==> src/rtl/ascon_pack.sv <==
// Shared types and round constants for the Ascon permutation scheduler.
package ascon_pack;

  localparam int ROUND_LAST_DEF = 11;
  localparam int FIRST_P12      = 0;
  localparam int FIRST_P8       = 4;
  localparam int FIRST_P6       = 6;

  typedef enum logic [1:0] {
    MODE_P12 = 2'b00,
    MODE_P8  = 2'b01,
    MODE_P6  = 2'b10
  } mode_e;

  typedef enum logic [1:0] {
    ST_IDLE = 2'b00,
    ST_RUN  = 2'b01,
    ST_DONE = 2'b10
  } state_e;

  // The reserved encoding 2'b11 falls back to the full 12-round permutation.
  function automatic mode_e mode_decode(input logic [1:0] raw);
    case (raw)
      2'b01:   return MODE_P8;
      2'b10:   return MODE_P6;
      default: return MODE_P12;
    endcase
  endfunction

  // Rounds always end on the last index, so the start index is an offset back from it.
  function automatic int first_round(input mode_e m, input int last);
    case (m)
      MODE_P8: return last - (ROUND_LAST_DEF - FIRST_P8);
      MODE_P6: return last - (ROUND_LAST_DEF - FIRST_P6);
      default: return last - (ROUND_LAST_DEF - FIRST_P12);
    endcase
  endfunction

endpackage

==> src/rtl/round_counter.sv <==
// Loadable round index counter that saturates at the final round index.
module round_counter #(
  parameter int W    = 4,
  parameter int LAST = 11
) (
  input  logic         clock_i,
  input  logic         resetb_i,
  input  logic         load,
  input  logic [W-1:0] load_value,
  input  logic         inc,
  output logic [W-1:0] count,
  output logic         at_last
);

  assign at_last = (count == W'(LAST));

  always_ff @(posedge clock_i) begin
    if (!resetb_i) begin
      count <= '0;
    end else if (load) begin
      count <= load_value;
    end else if (inc && !at_last) begin
      count <= count + W'(1);
    end
  end

endmodule

==> src/rtl/perm_scheduler.sv <==
// Round sequencer for the Ascon permutation: drives the state register enable/select and round index.
module perm_scheduler
  import ascon_pack::*;
#(
  parameter int ROUND_W    = 4,
  parameter int ROUND_LAST = ROUND_LAST_DEF
) (
  input  logic               clock_i,
  input  logic               resetb_i,
  input  logic               start_i,
  input  logic [1:0]         mode_i,
  output logic [ROUND_W-1:0] round_o,
  output logic               en_state_o,
  output logic               sel_input_o,
  output logic               busy_o,
  output logic               done_o
);

  state_e               state_q, state_d;
  mode_e                mode_q, mode_in;
  logic [ROUND_W-1:0]   count, load_value;
  logic                 load, inc, at_last;

  assign mode_in    = mode_decode(mode_i);
  assign load_value = ROUND_W'(first_round(mode_in, ROUND_LAST));

  round_counter #(
    .W    (ROUND_W),
    .LAST (ROUND_LAST)
  ) u_round_counter (
    .clock_i    (clock_i),
    .resetb_i   (resetb_i),
    .load       (load),
    .load_value (load_value),
    .inc        (inc),
    .count      (count),
    .at_last    (at_last)
  );

  always_ff @(posedge clock_i) begin
    if (!resetb_i) begin
      state_q <= ST_IDLE;
      mode_q  <= MODE_P12;
    end else begin
      state_q <= state_d;
      if (load) mode_q <= mode_in;
    end
  end

  always_comb begin
    state_d = state_q;
    load    = 1'b0;
    inc     = 1'b0;
    case (state_q)
      ST_IDLE: begin
        if (start_i) begin
          state_d = ST_RUN;
          load    = 1'b1;
        end
      end
      ST_RUN: begin
        inc = 1'b1;
        if (at_last) state_d = ST_DONE;
      end
      ST_DONE: state_d = ST_IDLE;
      default: state_d = ST_IDLE;
    endcase
  end

  // Moore decode: the first RUN cycle is recognised by the counter still sitting on the start index.
  always_comb begin
    round_o     = '0;
    en_state_o  = 1'b0;
    sel_input_o = 1'b0;
    busy_o      = 1'b0;
    done_o      = 1'b0;
    case (state_q)
      ST_RUN: begin
        round_o     = count;
        en_state_o  = 1'b1;
        busy_o      = 1'b1;
        sel_input_o = (count == ROUND_W'(first_round(mode_q, ROUND_LAST)));
      end
      ST_DONE: begin
        round_o = count;
        done_o  = 1'b1;
      end
      default: ;
    endcase
  end

endmodule

==> config.mk <==
export PLATFORM = sky130hd
export DESIGN_NAME = perm_scheduler
export DESIGN_NICKNAME = d
export VERILOG_FILES = /design/src/rtl/ascon_pack.sv /design/src/rtl/round_counter.sv /design/src/rtl/perm_scheduler.sv
export SDC_FILE = /design/constraint.sdc
export NUM_CORES = 1
export LEC_CHECK = 0
export CELL_PAD_IN_SITES_DETAIL_PLACEMENT = 1
export CELL_PAD_IN_SITES_GLOBAL_PLACEMENT = 2
export CORE_ASPECT_RATIO = 0.75
export CORE_UTILIZATION = 28
export DETAILED_ROUTE_END_ITERATION = 16
export HOLD_SLACK_MARGIN = 0.02
export PLACE_DENSITY_LB_ADDON = 0.3
export SYNTH_ARGS = -nofsm -noshare
export SYNTH_HDL_FRONTEND = slang
export SYNTH_HIERARCHICAL = 1
export SYNTH_SLANG_ARGS = --single-unit
export TNS_END_PERCENT = 1
==> constraint.sdc <==
create_clock -name clock_i -period 1.8 [get_ports clock_i]
set_clock_uncertainty 0.05 [all_clocks]
set_input_delay 0.36 -clock clock_i [delete_from_list [all_inputs] [get_ports clock_i]]
set_output_delay 0.36 -clock clock_i [all_outputs]
set_load 0.02 [all_outputs]
# Word-level counts from Yosys, hierarchy flattened
# Cells that the tools add are included.
# Widths: inputs -> output; s select.
[word_totals] wordCells=37 input_bits=5 ff_bits=8 out_inout_bits=8
[op_classes] muxes=15 n_addsub=1 n_eq_ne=12 n_reduce_logical=6
[ops] op="$mux 4" n=4
[ops] op="$pmux 3 s2" n=2
[ops] op="$eq 2x1->1 const B" n=4
[ops] op="$eq 2x2->1 const B" n=4
[ops] op="$pmux 2 s2" n=2
[ops] op="$mux 1" n=5
[ops] op="$add 4x1->4 const B" n=1
[ops] op="$eq 4x4->1" n=1
[ops] op="$eq 4x4->1 const B" n=1
[ops] op="$mux 2" n=2
[ops] op="$logic_not 2->1" n=1
[ops] op="$ne 2x1->1 const B" n=1
[ops] op="$ne 2x2->1 const B" n=1
[ops] op="$reduce_and 2->1" n=1
[ops] op="$reduce_bool 2->1" n=1
[ops] op="$reduce_or 2->1" n=1
[ops] op="$logic_and 1x1->1" n=1
[ops] op="$logic_not 1->1" n=1

# Longest topological paths before layout
# Gate-level depths: netlist of run 1.
[depth] depth_word=5 mapped_depth=6 ltp_nobuf=6

# Hierarchy
# Netlist of run 1, hierarchy kept.
[by_module_without_submodules] mod="perm_scheduler" cells_each=43 seq_area_each_um2=80.1 area_per_inst_um2=354.1 instances=1
[by_module_without_submodules] mod="round_counter" cells_each=25 seq_area_each_um2=80.1 area_per_inst_um2=241.5 instances=1

# Least setup slack after synthesis of run 1
# OpenSTA, ideal clock, no wires.
[synth_path] path_kind="reg2out" from="register state_q[1]" to="output port sel_input_o" n_path_buf=0 required_ps=1390 setup_slack_ps=250 path_stages_with_launch=4 t_arrival_ps=1140 cell_sequence="dfxtp_1 -> inv_1 -> ha_1 -> and3_1"
[synth_between] elab_chain_cells=2
[synth_lines] element="from (decl)" line_no="perm_scheduler.sv:19" text="state_e state_q, state_d;"
[synth_lines] element="from (signal assigned)" line_no="perm_scheduler.sv:45" text="state_q <= state_d;"
[synth_lines] element="$eq 2x1->1" line_no="perm_scheduler.sv:77" text="case (state_q)"
[synth_lines] element="$mux 1" line_no="perm_scheduler.sv:77"
[synth_lines] element="to (decl)" line_no="perm_scheduler.sv:14" text="output logic sel_input_o,"
# No other way between the ends.

# Final worst setup path of run 1
[layout_path] from="register mode_q[0]" to="output port sel_input_o"
[layout_between] elab_chain_cells=5 elab_cells_between_ends=6 classes_between="3 x eq/ne; 3 x mux"
[layout_lines] element="from (decl)" line_no="perm_scheduler.sv:20" text="mode_e mode_q, mode_in;"
[layout_lines] element="from (signal assigned)" line_no="perm_scheduler.sv:46" text="if (load) mode_q <= mode_in;"
[layout_lines] element="$eq 2x2->1 / $eq 2x1->1 (equally long branches)" line_no="ascon_pack.sv:32" text="case (m)"
[layout_lines] element="$pmux 3 s2 *" line_no="ascon_pack.sv:32"
[layout_lines] element="$mux 4 *" line_no="perm_scheduler.sv:77"
[layout_lines] element="$eq 4x4->1 *" line_no="perm_scheduler.sv:82" text="sel_input_o = (count == ROUND_W'(first_round(mode_q, ROUND_LAST)));"
[layout_lines] element="$mux 1 *" line_no="perm_scheduler.sv:77"
# Mark *: on every way between the ends. The rest lies on a longest branch, timed or not. The select of a mux whose other input is x is not followed.

==> results of run 1 <==
cell type report:
cell class / count / share of cell area, %
multi-input combinational: 50 / 49.8
sequential: 8 / 18.8
timing repair buffer: 23 / 20.9
inverter: 10 / 4.38
tap: 24 / 3.50
clock buffer: 3 / 2.63
path summary, 6_finish.rpt:
| check | end | slack (ps) | depth (start not counted) |
|---|---|---|---|
| worst max register to register | u_round_counter/count[2] | 180 | 7 |
| worst min-delay path | mode_q[0] | 450 | 2 |
| worst max-delay path | sel_input_o | 30 | 6 |
| worst min register to register | mode_q[0] | 450 | 2 |
state kept, by name (all words and copies together), names as in the netlist:
| name | flops |
|---|---|
| mode_q | 2 |
| state_q | 2 |
| u_round_counter/count | 4 |
synth_stat cells (all sizes together):
cell	instances
xor2	2
buf	1
ha	8
conb	1
and2	5
o311a	3
and3	3
o21ai	1
inv	10
nor2b	1
mux2i	1
nand3	2
a21oi	2
nand3b	1
nand4	1
nand2	6
o211a	2
nor3	2
nand2b	4
a21boi	3
xnor2	1
dfxtp	8
logic make-up after synthesis:
family	share of synthesized area, %
multiplexers	1.68
AND/OR/NAND/NOR	26.7
XOR/XNOR	4.41
flip-flops	26.9
other	0.630
AO/OA/AOI/OAI	15.3
adder cells (fa/ha/maj)	16.8
buffers and inverters	7.56
power groups by stage:
stage | logic [uW] | clock network, uW | registers [uW]
finish | 481 | 144 | 243
floorplan | 264 | 0 | 243
detailed placement | 475 | 0 | 243
global placement | 467 | 0 | 242
global route | 528 | 158 | 246
CTS | 464 | 153 | 240
layer usage:
metal | vias to the layer above | GRT usage (%)
li1 | 279 | -
met1 | 247 | 19.5
met2 | 7 | 22.4
met3 | 4 | 4.67
met4 | 0 | 9.00
met5 | - | 0
critical path, stage by stage, from the launching register on:
cell,delay [ps]
dfxtp_2,330
inv_2,40
ha_4,150
xor2_2,130
nor3_1,150
and3_1,180
buf_6,120
through the flow:
stage | hold WS [ps] | setup TNS (ps) | util, %
after CTS | 417 | -19.6 | 42.4
after detailed placement | 415 | -384 | 41.3
after global routing | 468 | -72.1 | 42.9
final | 447 | 0 | 42.9
after global placement | 411 | -289 | 41.3
after floorplan | 393 | 0 | -
timing repair:
item,CTS,global route
hold endpoints to repair,0,0
setup buffers,0,0
gates resized for setup,21,13
pin swaps,0,3
setup endpoints to repair,8,7
cell usage in the layout, fill, tap and decap left out, types with 2 or more instances in the layout:
master	n
a21boi_0	3
and2_1	5
and3_1	2
buf_2	3
buf_4	11
clkbuf_2	2
clkbuf_4	3
clkdlybuf4s50_1	4
conb_1	2
dfxtp_1	7
ha_1	6
ha_4	2
inv_1	9
nand2_1	6
nand2b_1	4
nand3_1	2
nor3_1	2
o211a_1	2
o311a_1	3
==> results.yml, run 1 <==
placed_design:
  portBuffers: 12
  placed_cells: 115
  gp_congestion: 0.757
  placed_area_sq_um: 825
  place_ws_ps: -203
  hpwl_mm: 1.18
global_routing:
  grt_max_degree: 10
  grt_pass1_wl_mm: 2.57
  grtUsageTotal_pct: 15.2
  grt_pass1_vias: 542
  grt-ovfl-total: 0
  antenna_found_initial: 0
clocking:
  cts_tree: "built"
  ctsRootBufferMaster: "clkbuf_4"
  clk_pin_slew_worst_paths_ps: 50
  cts_sinks: 8
  clk_latency_ps: 260
  cts_buffer_depth: 2
  cts_buffers: 3
  cts.htree.levels: 1
  cts_hold_buf: 0
finish:
  fillers: 249
  finalNetCount: 109
  final_cell_count_no_fill: 118
  antenna_cells: 0
  multi_input_area_sq_um: 427
  fin_area_sq_um: 857
  regArea_sq_um: 161
  drive_gt1_share_pct: 31.9
  areaGrowthSynthToFinish_pct: 43.9
power_and_ir_drop:
  p_comb_share_pct: 55.4
  p_sw_uw: 340
  vdd_ir_drop_max_mv: 0.419
  swShare_pct: 39.2
  pwr-share-clk_pct: 16.6
  p_int_uw: 528
  power_uw: 868
  leakagePower_uw: 0.000470
  p_per_area_nw_per_um2: 1010
  seq_power_share_pct: 28.0
synthesis:
  synth_top_area_share_pct: 26.9
  ys.warnings.count: 6
  yosys-top-cells-area: "dfxtp_1 27%, ha_1 17%, inv_1 6.3%"
  yosysSeqAreaShare_pct: 26.9
  synth.distinct_cells: 24
  synth.avg_cell_area_sq_um: 8.76
  ys_seq_elements: 8
  syn_inst: 68
  synth_top_area_cell: "dfxtp_1"
  synth_area_sq_um: 596
sta:
  max_freq_mhz: 566
  maxSlewViolCount: 0
  fin_crit_sh_pct: 98.2
  setup_violations: 0
  rsz0062_at_grt: "yes"
  min_period_ps: 1770
  finalHoldViolations: 0
  setup_ws_ps: 32.5
min_path:
  min_path_type: "reg -> reg"
  hold_start: "mode_q[0]"
critical_path:
  cp-end-kind: "output pin"
  crit_path_max_fanout: 2
  cp_data_arrival_time_ps: 1360
  startpoint: "mode_q[0]"
  worstPathRequired_ps: 1390
  r2r_start: "state_q[1]"
  start_kind: "register"
  path_class: "reg -> out"
die:
  die_h_microns: 41.9
  io-pin-count: 13
  initial_core_util_pct: 29.8
  dieArea_sq_um: 2320
  die_w_microns: 55.3
  num_rows: 14
  core-area_sq_um: 2000
detailed_routing:
  route.vias.total: 537
  top_layer: "met4"
  drc: 0
  wl_met2_microns: 673
  initialDrtViolationCount: 6
  wl_per_cell_microns: 13.4
  firstDrtPassIters: 4
  wl_met3_microns: 48
  ant_nets: 0
  wirelength_mm: 1.59
  via_per_inst: 4.55
  m1WireLength_microns: 828
job:
  cap_viol_max_count: 0
outcome:
  status: "completed"
(Power assumes the default switching activity.)
==> inputs of run 2 (changes only) <==
--- a/config.mk
+++ b/config.mk
@@ -9,7 +9,9 @@
 export CELL_PAD_IN_SITES_GLOBAL_PLACEMENT = 2
 export CORE_ASPECT_RATIO = 0.75
 export CORE_UTILIZATION = 28
+export CTS_CLUSTER_SIZE = 12
 export DETAILED_ROUTE_END_ITERATION = 16
+export GPL_TIMING_DRIVEN = 0
 export HOLD_SLACK_MARGIN = 0.02
 export PLACE_DENSITY_LB_ADDON = 0.3
 export SYNTH_ARGS = -nofsm -noshare
==> run 2 against run 1 <==
Effect of this change: highest routed layer unchanged; largest cell class unchanged; register-to-register slack better by 140 ps; global-route usage is 1.3 points lower; combinational power shrank 16%; sequential share of layout area rose by 1.8 points.
==> results.yml, run 2 (synthesis results as in run 1) <==
power_and_ir_drop:
  leakagePower_uw: 0.000426
  p_per_area_nw_per_um2: 1030
  power_uw: 812
  vdd_ir_drop_max_mv: 0.401
critical_path:
  worstPathRequired_ps: 1390
  crit_path_max_fanout: 2
  r2r-end: "u_round_counter/count[0]"
  start_kind: "register"
  r2r_cells: 4
  r2r_start: "u_round_counter/count[1]"
  cp-end-kind: "output pin"
  cp_data_arrival_time_ps: 1360
  slowest_stage: "dfxtp_2"
  path_class: "reg -> out"
  crit_chain: "inv_2, ha_4, xor2_1, nor3_1, and3_1, buf_6"
  slowest_delay_ps: 340
  rrSetupSlack_ps: 320
finish:
  fillers: 233
  finalNetCount: 99
  final_common_cell: "inv_1"
  largest_reg_flops: 4
  fin_area_sq_um: 788
  drive_gt1_share_pct: 25.0
  top_regs: "u_round_counter/count (4), mode_q (2), state_q (2)"
  layout_common_cells: "8 x inv_1, 6 x nand2_1, 6 x dfxtp_1, 5 x and2_1, 5 x ha_1"
  final_core_util_pct: 39.5
  antenna_cells: 0
  largest_register: "u_round_counter/count"
  areaGrowthSynthToFinish_pct: 32.4
placed_design:
  gp_congestion: 0.725
  portBuffers: 12
  placed_area_sq_um: 749
  hpwl_mm: 1.04
detailed_routing:
  firstDrtPassIters: 2
  drc: 0
  initialDrtViolationCount: 3
  via_per_inst: 4.61
  ant_nets: 0
  wl_per_cell_microns: 12.9
  wirelength_mm: 1.39
  route.vias.total: 498
sta:
  setup_violations: 0
  min_period_ps: 1770
  fin_crit_sh_pct: 98.4
  max_freq_mhz: 564
  tns_ps: 0
  finalHoldViolations: 0
  rsz0062_at_grt: "yes"
  maxSlewViolCount: 0
die:
  die_h_microns: 41.9
  core-area_sq_um: 2000
  num_rows: 14
  initial_core_util_pct: 29.8
  dieArea_sq_um: 2320
  io-pin-count: 13
  die_w_microns: 55.3
min_path:
  whs_endpoint: "mode_q[0]"
  holdPathStages: 2
  min_path_type: "reg -> reg"
  hold_start: "mode_q[0]"
global_routing:
  grt_pass1_vias: 500
  antenna_found_initial: 0
  grt-ovfl-total: 0
  grtUsageMet3_pct: 6.85
  use_met2_pct: 21.7
  use_met1_pct: 16.2
  grt_pass1_wl_mm: 2.32
  grtUsageTotal_pct: 13.9
  top_usage_layer: "met2"
  grt_max_degree: 12
clocking:
  cts_buffer_depth: 2
  cts_sinks: 8
  cts_tree: "built"
  cts.htree.levels: 1
  clk_latency_ps: 270
  clk_pin_slew_worst_paths_ps: 60
  cts_hold_buf: 0
  ctsRootBufferMaster: "clkbuf_4"
  cts_buffers: 3
outcome:
  status: "completed"
job:
  cap_viol_max_count: 0
run 2: timing repair:
| item | CTS | global route |
|---|---|---|
| resized for setup | 24 | 11 |
| setup endpoints to repair | 8 | 5 |
| buffers inserted | 0 | 0 |
| endpoints found under the hold margin | 0 | 0 |
| pin swaps | 0 | 1 |
run 2: worst max-delay path, delay by kind of cell, from the launching register on:
family,cells,cell delay (ps)
DFF,1,340
and+or+nand+nor,2,310
buffers and inverters,2,160
xor gates and xnor gates,1,130
adders and majority gates,1,150
run 2: metal layers:
layer	vias to the layer above	share of wire, %
met5	-	0
met4	0	1.7
met3	5	4.8
met2	7	43
met1	227	50
li1	259	-
run 2: final cells by class:
cell class	instances	area, sq um	share of cell area (%)
Multi-Input combinational cell	50	432	54.8
Sequential cell	8	163	20.6
Timing Repair Buffer	12	96.3	12.2
Inverter	10	37.5	4.76
Tap cell	24	30.0	3.81
Clock buffer	3	22.5	2.86
Buffer	1	7.51	0.952
run 2: how the worst max path moves through the flow:
| stage | startpoint | end | slack [ps] | depth (start not counted) |
|---|---|---|---|---|
| floorplan | state_q[1] | sel_input_o | 250 | 3 |
| global placement | state_q[1] | sel_input_o | -260 | 4 |
| detailed placement | state_q[1] | sel_input_o | -280 | 4 |
| CTS | mode_q[0] | sel_input_o | -90 | 6 |
| global route | mode_q[0] | sel_input_o | -60 | 6 |
| finish | mode_q[0] | sel_input_o | 30 | 6 |
run 2: power by group:
part           internal, uW  total (uW)  leakage (uW)  switching (uW)
registers               213         260     0.0000666            47.5
logic                   202         404      0.000346             202
clock network          77.0         148     0.0000138            71.0
run 2: through the flow:
stage	worst slack [ps]	instances	hold slack [ps]
final	28.2	108	432
after global routing	-55.2	108	475
after CTS	-88.1	108	441
after detailed placement	-283	105	431
after global placement	-258	105	406
after floorplan	250	69	393
